==> src/rtl/cdb_arbiter.sv <==
// Common-data-bus arbiter: grants one completed result per cycle and registers it as the CDB broadcast.
// Round-robin by default; define CDB_ARB_FIXED_PRIO_EN for fixed lowest-index priority.
module cdb_arbiter #(
    parameter int NUM_REQ    = 4,
    parameter int TAG_WIDTH  = 6,
    parameter int DATA_WIDTH = 32
) (
    input  logic                             clock,
    input  logic                             reset_n,
    input  logic [NUM_REQ-1:0]               req_valid,
    input  logic [NUM_REQ*TAG_WIDTH-1:0]     req_tag,
    input  logic [NUM_REQ*DATA_WIDTH-1:0]    req_data,
    output logic [NUM_REQ-1:0]               req_ack,
    output logic                             cdb_write,
    output logic [TAG_WIDTH-1:0]             cdb_source,
    output logic [DATA_WIDTH-1:0]            cdb_data,
    output logic                             bad_tag
);

    localparam int PW = (NUM_REQ > 1) ? $clog2(NUM_REQ) : 1;
    localparam logic [PW:0]   NR   = (PW+1)'(NUM_REQ);
    localparam logic [PW-1:0] LAST = PW'(NUM_REQ - 1);

    logic [TAG_WIDTH-1:0]  tag_a  [NUM_REQ];
    logic [DATA_WIDTH-1:0] data_a [NUM_REQ];

    logic [PW-1:0] base;
    logic [PW-1:0] win;
    logic [PW:0]   pos;
    logic          found;
    logic          xfer;

    logic                  cdb_write_q, cdb_write_d;
    logic [TAG_WIDTH-1:0]  cdb_source_q, cdb_source_d;
    logic [DATA_WIDTH-1:0] cdb_data_q, cdb_data_d;
    logic                  bad_tag_q, bad_tag_d;

    always_comb begin
        for (int i = 0; i < NUM_REQ; i++) begin
            tag_a[i]  = req_tag[i*TAG_WIDTH +: TAG_WIDTH];
            data_a[i] = req_data[i*DATA_WIDTH +: DATA_WIDTH];
        end
    end

`ifdef CDB_ARB_FIXED_PRIO_EN
    assign base = '0;
`else
    logic [PW-1:0] rr_ptr_q, rr_ptr_d;
    assign base = rr_ptr_q;
`endif

    // Scan from base upward with wrap; pos never exceeds 2*NUM_REQ-2.
    always_comb begin
        found   = 1'b0;
        win     = '0;
        pos     = '0;
        req_ack = '0;
        for (int k = 0; k < NUM_REQ; k++) begin
            pos = {1'b0, base} + (PW+1)'(k);
            if (pos >= NR) begin
                pos = pos - NR;
            end
            if (!found && req_valid[pos[PW-1:0]]) begin
                found = 1'b1;
                win   = pos[PW-1:0];
            end
        end
        if (found && reset_n) begin
            req_ack[win] = 1'b1;
        end
    end

    assign xfer = found & reset_n;

    always_comb begin
        cdb_write_d  = 1'b0;
        cdb_source_d = cdb_source_q;
        cdb_data_d   = cdb_data_q;
        bad_tag_d    = bad_tag_q;
`ifndef CDB_ARB_FIXED_PRIO_EN
        rr_ptr_d     = rr_ptr_q;
`endif
        if (xfer) begin
            // Tag 0 means "not redirected": consume it but never broadcast.
            if (tag_a[win] != '0) begin
                cdb_write_d  = 1'b1;
                cdb_source_d = tag_a[win];
                cdb_data_d   = data_a[win];
            end else begin
                bad_tag_d = 1'b1;
            end
`ifndef CDB_ARB_FIXED_PRIO_EN
            rr_ptr_d = (win == LAST) ? '0 : win + 1'b1;
`endif
        end
    end

    always_ff @(posedge clock or negedge reset_n) begin
        if (!reset_n) begin
            cdb_write_q  <= 1'b0;
            cdb_source_q <= '0;
            cdb_data_q   <= '0;
            bad_tag_q    <= 1'b0;
`ifndef CDB_ARB_FIXED_PRIO_EN
            rr_ptr_q     <= '0;
`endif
        end else begin
            cdb_write_q  <= cdb_write_d;
            cdb_source_q <= cdb_source_d;
            cdb_data_q   <= cdb_data_d;
            bad_tag_q    <= bad_tag_d;
`ifndef CDB_ARB_FIXED_PRIO_EN
            rr_ptr_q     <= rr_ptr_d;
`endif
        end
    end

    assign cdb_write  = cdb_write_q;
    assign cdb_source = cdb_source_q;
    assign cdb_data   = cdb_data_q;
    assign bad_tag    = bad_tag_q;

endmodule

==> config.mk <==
export PLATFORM = sky130hd
export DESIGN_NAME = cdb_arbiter
export DESIGN_NICKNAME = d
export VERILOG_FILES = /design/src/rtl/cdb_arbiter.sv
export SDC_FILE = /design/constraint.sdc
export NUM_CORES = 1
export LEC_CHECK = 0
export CORE_AREA = 5 5 102 104
export CTS_BUF_LIST = sky130_fd_sc_hd__clkbuf_8
export DETAILED_ROUTE_END_ITERATION = 12
export DIE_AREA = 0 0 107 109
export PLACE_DENSITY = 0.88
export REMOVE_ABC_BUFFERS = 1
export SLEW_MARGIN = 20
export SYNTH_ARGS = -nofsm -noshare
export SYNTH_HDL_FRONTEND = slang
export SYNTH_SLANG_ARGS = --single-unit
==> constraint.sdc <==
create_clock -name clock -period 2.52 [get_ports clock]
set_input_delay 0.252 -clock clock [delete_from_list [all_inputs] [get_ports clock]]
set_output_delay 0.252 -clock clock [all_outputs]
set_load 0.02 [all_outputs]
==> impl_metrics.tcl <==
set metrics [dict create \
    fin_crit_sh_pct 97.24 \
    synthArstFlopShare_pct 100.0 \
    max_slew.worst_pin.slew_ns 0.4806 \
    power_density_nw_per_um2 902.9 \
    drc_errors 0 \
    synth-seq-cells 42 \
    synth_edf_count 0 \
    start_kind "register" \
    clock_sinks 42 \
    synth-simple-area-share_pct 28.86 \
    crit_fanout 19 \
    post-route-min-period_ns 2.450 \
    grt_pass1_vias 3756 \
    status "finished clean" \
    rr_worst_depth 10 \
    finalMaxSlewViolations 0 \
    maxCapViolCount 0 \
    synth.area.top_cells "dfrtp_1 (34%), nand2_1 (17%), mux2_4 (12%)" \
    wl_per_cell_um 16.06 \
    finalWeightedCongestion 0.8942 \
    endpoint_kind "register" \
    fmax_mhz 408.1 \
    synthToLayoutAreaGrowth_pct 79.58 \
    worst_ep_arrival_time_ns 2.63 \
    critical_path_class "register to register" \
    syn_area_sq_um 3113 \
    cts-root-buf "clkbuf_8" \
    post-dp-hpwl_um 9220 \
    final_cell_area_sq_um 5590 \
    p_leak_uw 0.002501 \
    cts.clk_slew.worst_paths_ns 0.08 \
    routed_wl_um 11440 \
    io_pins 202 \
    rsz0062_at_grt "true" \
    utilization_pct 59.10 \
    synth-adder-area-share_pct 1.608 \
    synth_top_area_share_pct 33.76 \
    gr-usage-all-layers_pct 18.85 \
    initialDrtViolationCount 185 \
    postCtsSetupRepairBufs 0 \
    synth_cells 379 \
    first_pass_iters 4 \
    cts_inserted_buffers 5 \
    max_slew_margin_pct 67.61 \
    synth-seq-area-share_pct 33.76 \
    antenna_found_initial 0 \
    drive_above_1_share_pct 14.88 \
    dp_slack_ns -0.3231 \
    die_x_um 107 \
    antennaDiodeCount 0 \
    grt_pass1_wl_um 17540 \
    clkLatencyLatePin_ns 0.29 \
    postSynthAreaPerCell_sq_um 8.214 \
    final_antenna_net_count 0 \
    synth_top_area_cell "dfrtp_1" \
    h-tree-depth 2 \
    coreArea_sq_um 9459 \
    synth_compound_area_share_pct 13.99 \
    dieArea_sq_um 11660 \
    fin_hold_ws_ns 0.5103 \
    fin_setup_tns_ns 0 \
    avgViaCountPerCell 5.039 \
    vdd_drop_max_mv 0.3528 \
    row_count 36 \
    cts_tree "done" \
    vias 3588 \
    yosys_warnings 0 \
    hold_class "primary input to asynchronous set/reset pin" \
    initial_core_util_pct 32.91 \
    hold_viol 0 \
    ys_types 36 \
    muxShareOfSynthArea_pct 16.60 \
    fin_nets 759 \
    grt-ovfl-total 0 \
    cp.required_ns 2.70 \
    synth_top_family_by_area "simple AND/OR/NAND/NOR gates" \
    worst_slack_ns 0.06962 \
    grt_max_degree 47 \
    setup_violations 0 \
    synth_flop_cell "dfrtp_1" \
    io_buffers 201 \
    chipHeight_um 109 \
    clockBufferDepth 2 \
    synthXorXnorAreaFrac_pct 0 \
    placed_cell_area_sq_um 5419 \
    clock_skew_ns 0.003760 \
]
state kept, by name, summed over array words and instances (netlist names):
name and flops:
bad_tag 1, cdb_source 6, cdb_data 32, base 2, cdb_write 1
synthesized netlist by cell type, types with 3 or more instances:
cell,count
nand3_1,17
ha_1,4
buf_1,6
mux2_2,9
clkbuf_1,14
a31oi_1,32
and2_1,6
and3_1,32
o21ai_0,9
o22ai_1,4
inv_1,9
nand2_1,138
dfrtp_1,42
buf_6,3
mux2_4,25
mux2i_1,4
worst paths after layout:
path	end	slack, ns	start
hold reg to reg	cdb_data[27]$_DFFE_PN0P_	0.51	cdb_data[27]$_DFFE_PN0P_
min in group clock	cdb_data[27]$_DFFE_PN0P_	0.51	cdb_data[27]$_DFFE_PN0P_
setup / recovery	cdb_data[19]$_DFFE_PN0P_	0.07	base[1]$_DFFE_PN0P_
max in group asynchronous	base[1]$_DFFE_PN0P_	1.68	reset_n
hold / removal	cdb_data[26]$_DFFE_PN0P_	0.51	reset_n
setup reg to reg	cdb_data[19]$_DFFE_PN0P_	0.07	base[1]$_DFFE_PN0P_
cell type report:
class	instances	area (sq um)
Multi-Input combinational cell	302	1913
Fill cell	801	3869
Inverter	10	37.54
Sequential cell	42	1052
Tap cell	114	142.6
Clock inverter	2	60.06
Timing Repair Buffer	236	2302
Clock buffer	6	82.58
critical path: stages (launching register included):
cell      delay [ns]
dfrtp_2         0.46
nand2b_1        0.16
a21o_1          0.18
o211a_1         0.13
buf_4           0.14
inv_2           0.12
nand3_1         0.11
a22oi_1         0.31
a41oi_4         0.20
buf_12          0.21
mux2_4          0.30
routing by layer:
| layer | part of all wire, % | track usage [%] | up-vias | routed length [um] |
|---|---|---|---|---|
| met2 | 52 | 36.29 | 153 | 5906 |
| li1 | - | - | 1749 | - |
| met4 | 1.2 | 4.475 | 0 | 142 |
| met5 | 0 | 0 | - | 0 |
| met3 | 8.8 | 6.098 | 14 | 1003 |
| met1 | 38 | 19.85 | 1672 | 4382 |
cell families after synthesis:
family,Yosys count
buffers and inverters,35
flip-flops,42
multiplexers,38
AO/OA/AOI/OAI,60
adder cells (fa/ha/maj),4
AND/OR/NAND/NOR,200
metrics by stage:
stage,total power (uW),std cells
2_1_floorplan,2887,354
3_3_place_gp,4290,703
3_5_place_dp,4396,703
4_1_cts,5077,712
5_1_grt,5381,712
6_report,5048,712
what timing repair did:
action / CTS / global route
gates resized for setup: 7 / 7
hold buffers: 1 / 0
pin swaps: 0 / 2
setup endpoints to repair: 8 / 36
gates cloned: 0 / 0
endpoints found under the hold margin: 15 / 0
cell usage in the layout, fill, tap and decap left out, drive strengths merged, types with 2 or more instances in the layout:
master | synthesis | routed
o311ai | 2 | 2
buf | 11 | 35
clkdlybuf4s50 | 0 | 195
dfrtp | 42 | 42
and3 | 32 | 32
a21o | 2 | 2
dlygate4sd2 | 0 | 2
clkdlybuf4s15 | 0 | 3
a22oi | 2 | 2
a21oi | 2 | 2
mux2 | 34 | 34
o22ai | 4 | 4
clkbuf | 14 | 6
ha | 4 | 4
nor2 | 3 | 3
nand3 | 17 | 17
inv | 10 | 10
a31oi | 32 | 32
nand2 | 138 | 138
o41ai | 2 | 2
mux2i | 4 | 4
and2 | 6 | 6
bufinv | 0 | 2
o21ai | 9 | 9
where the power goes:
| part | internal, uW | leakage, uW | switching [uW] |
|---|---|---|---|
| clock | 423 | 0.0000714 | 234 |
| combinational | 1660 | 0.00194 | 1530 |
| sequential | 989 | 0.000485 | 208 |
(Power assumes the default switching activity.)
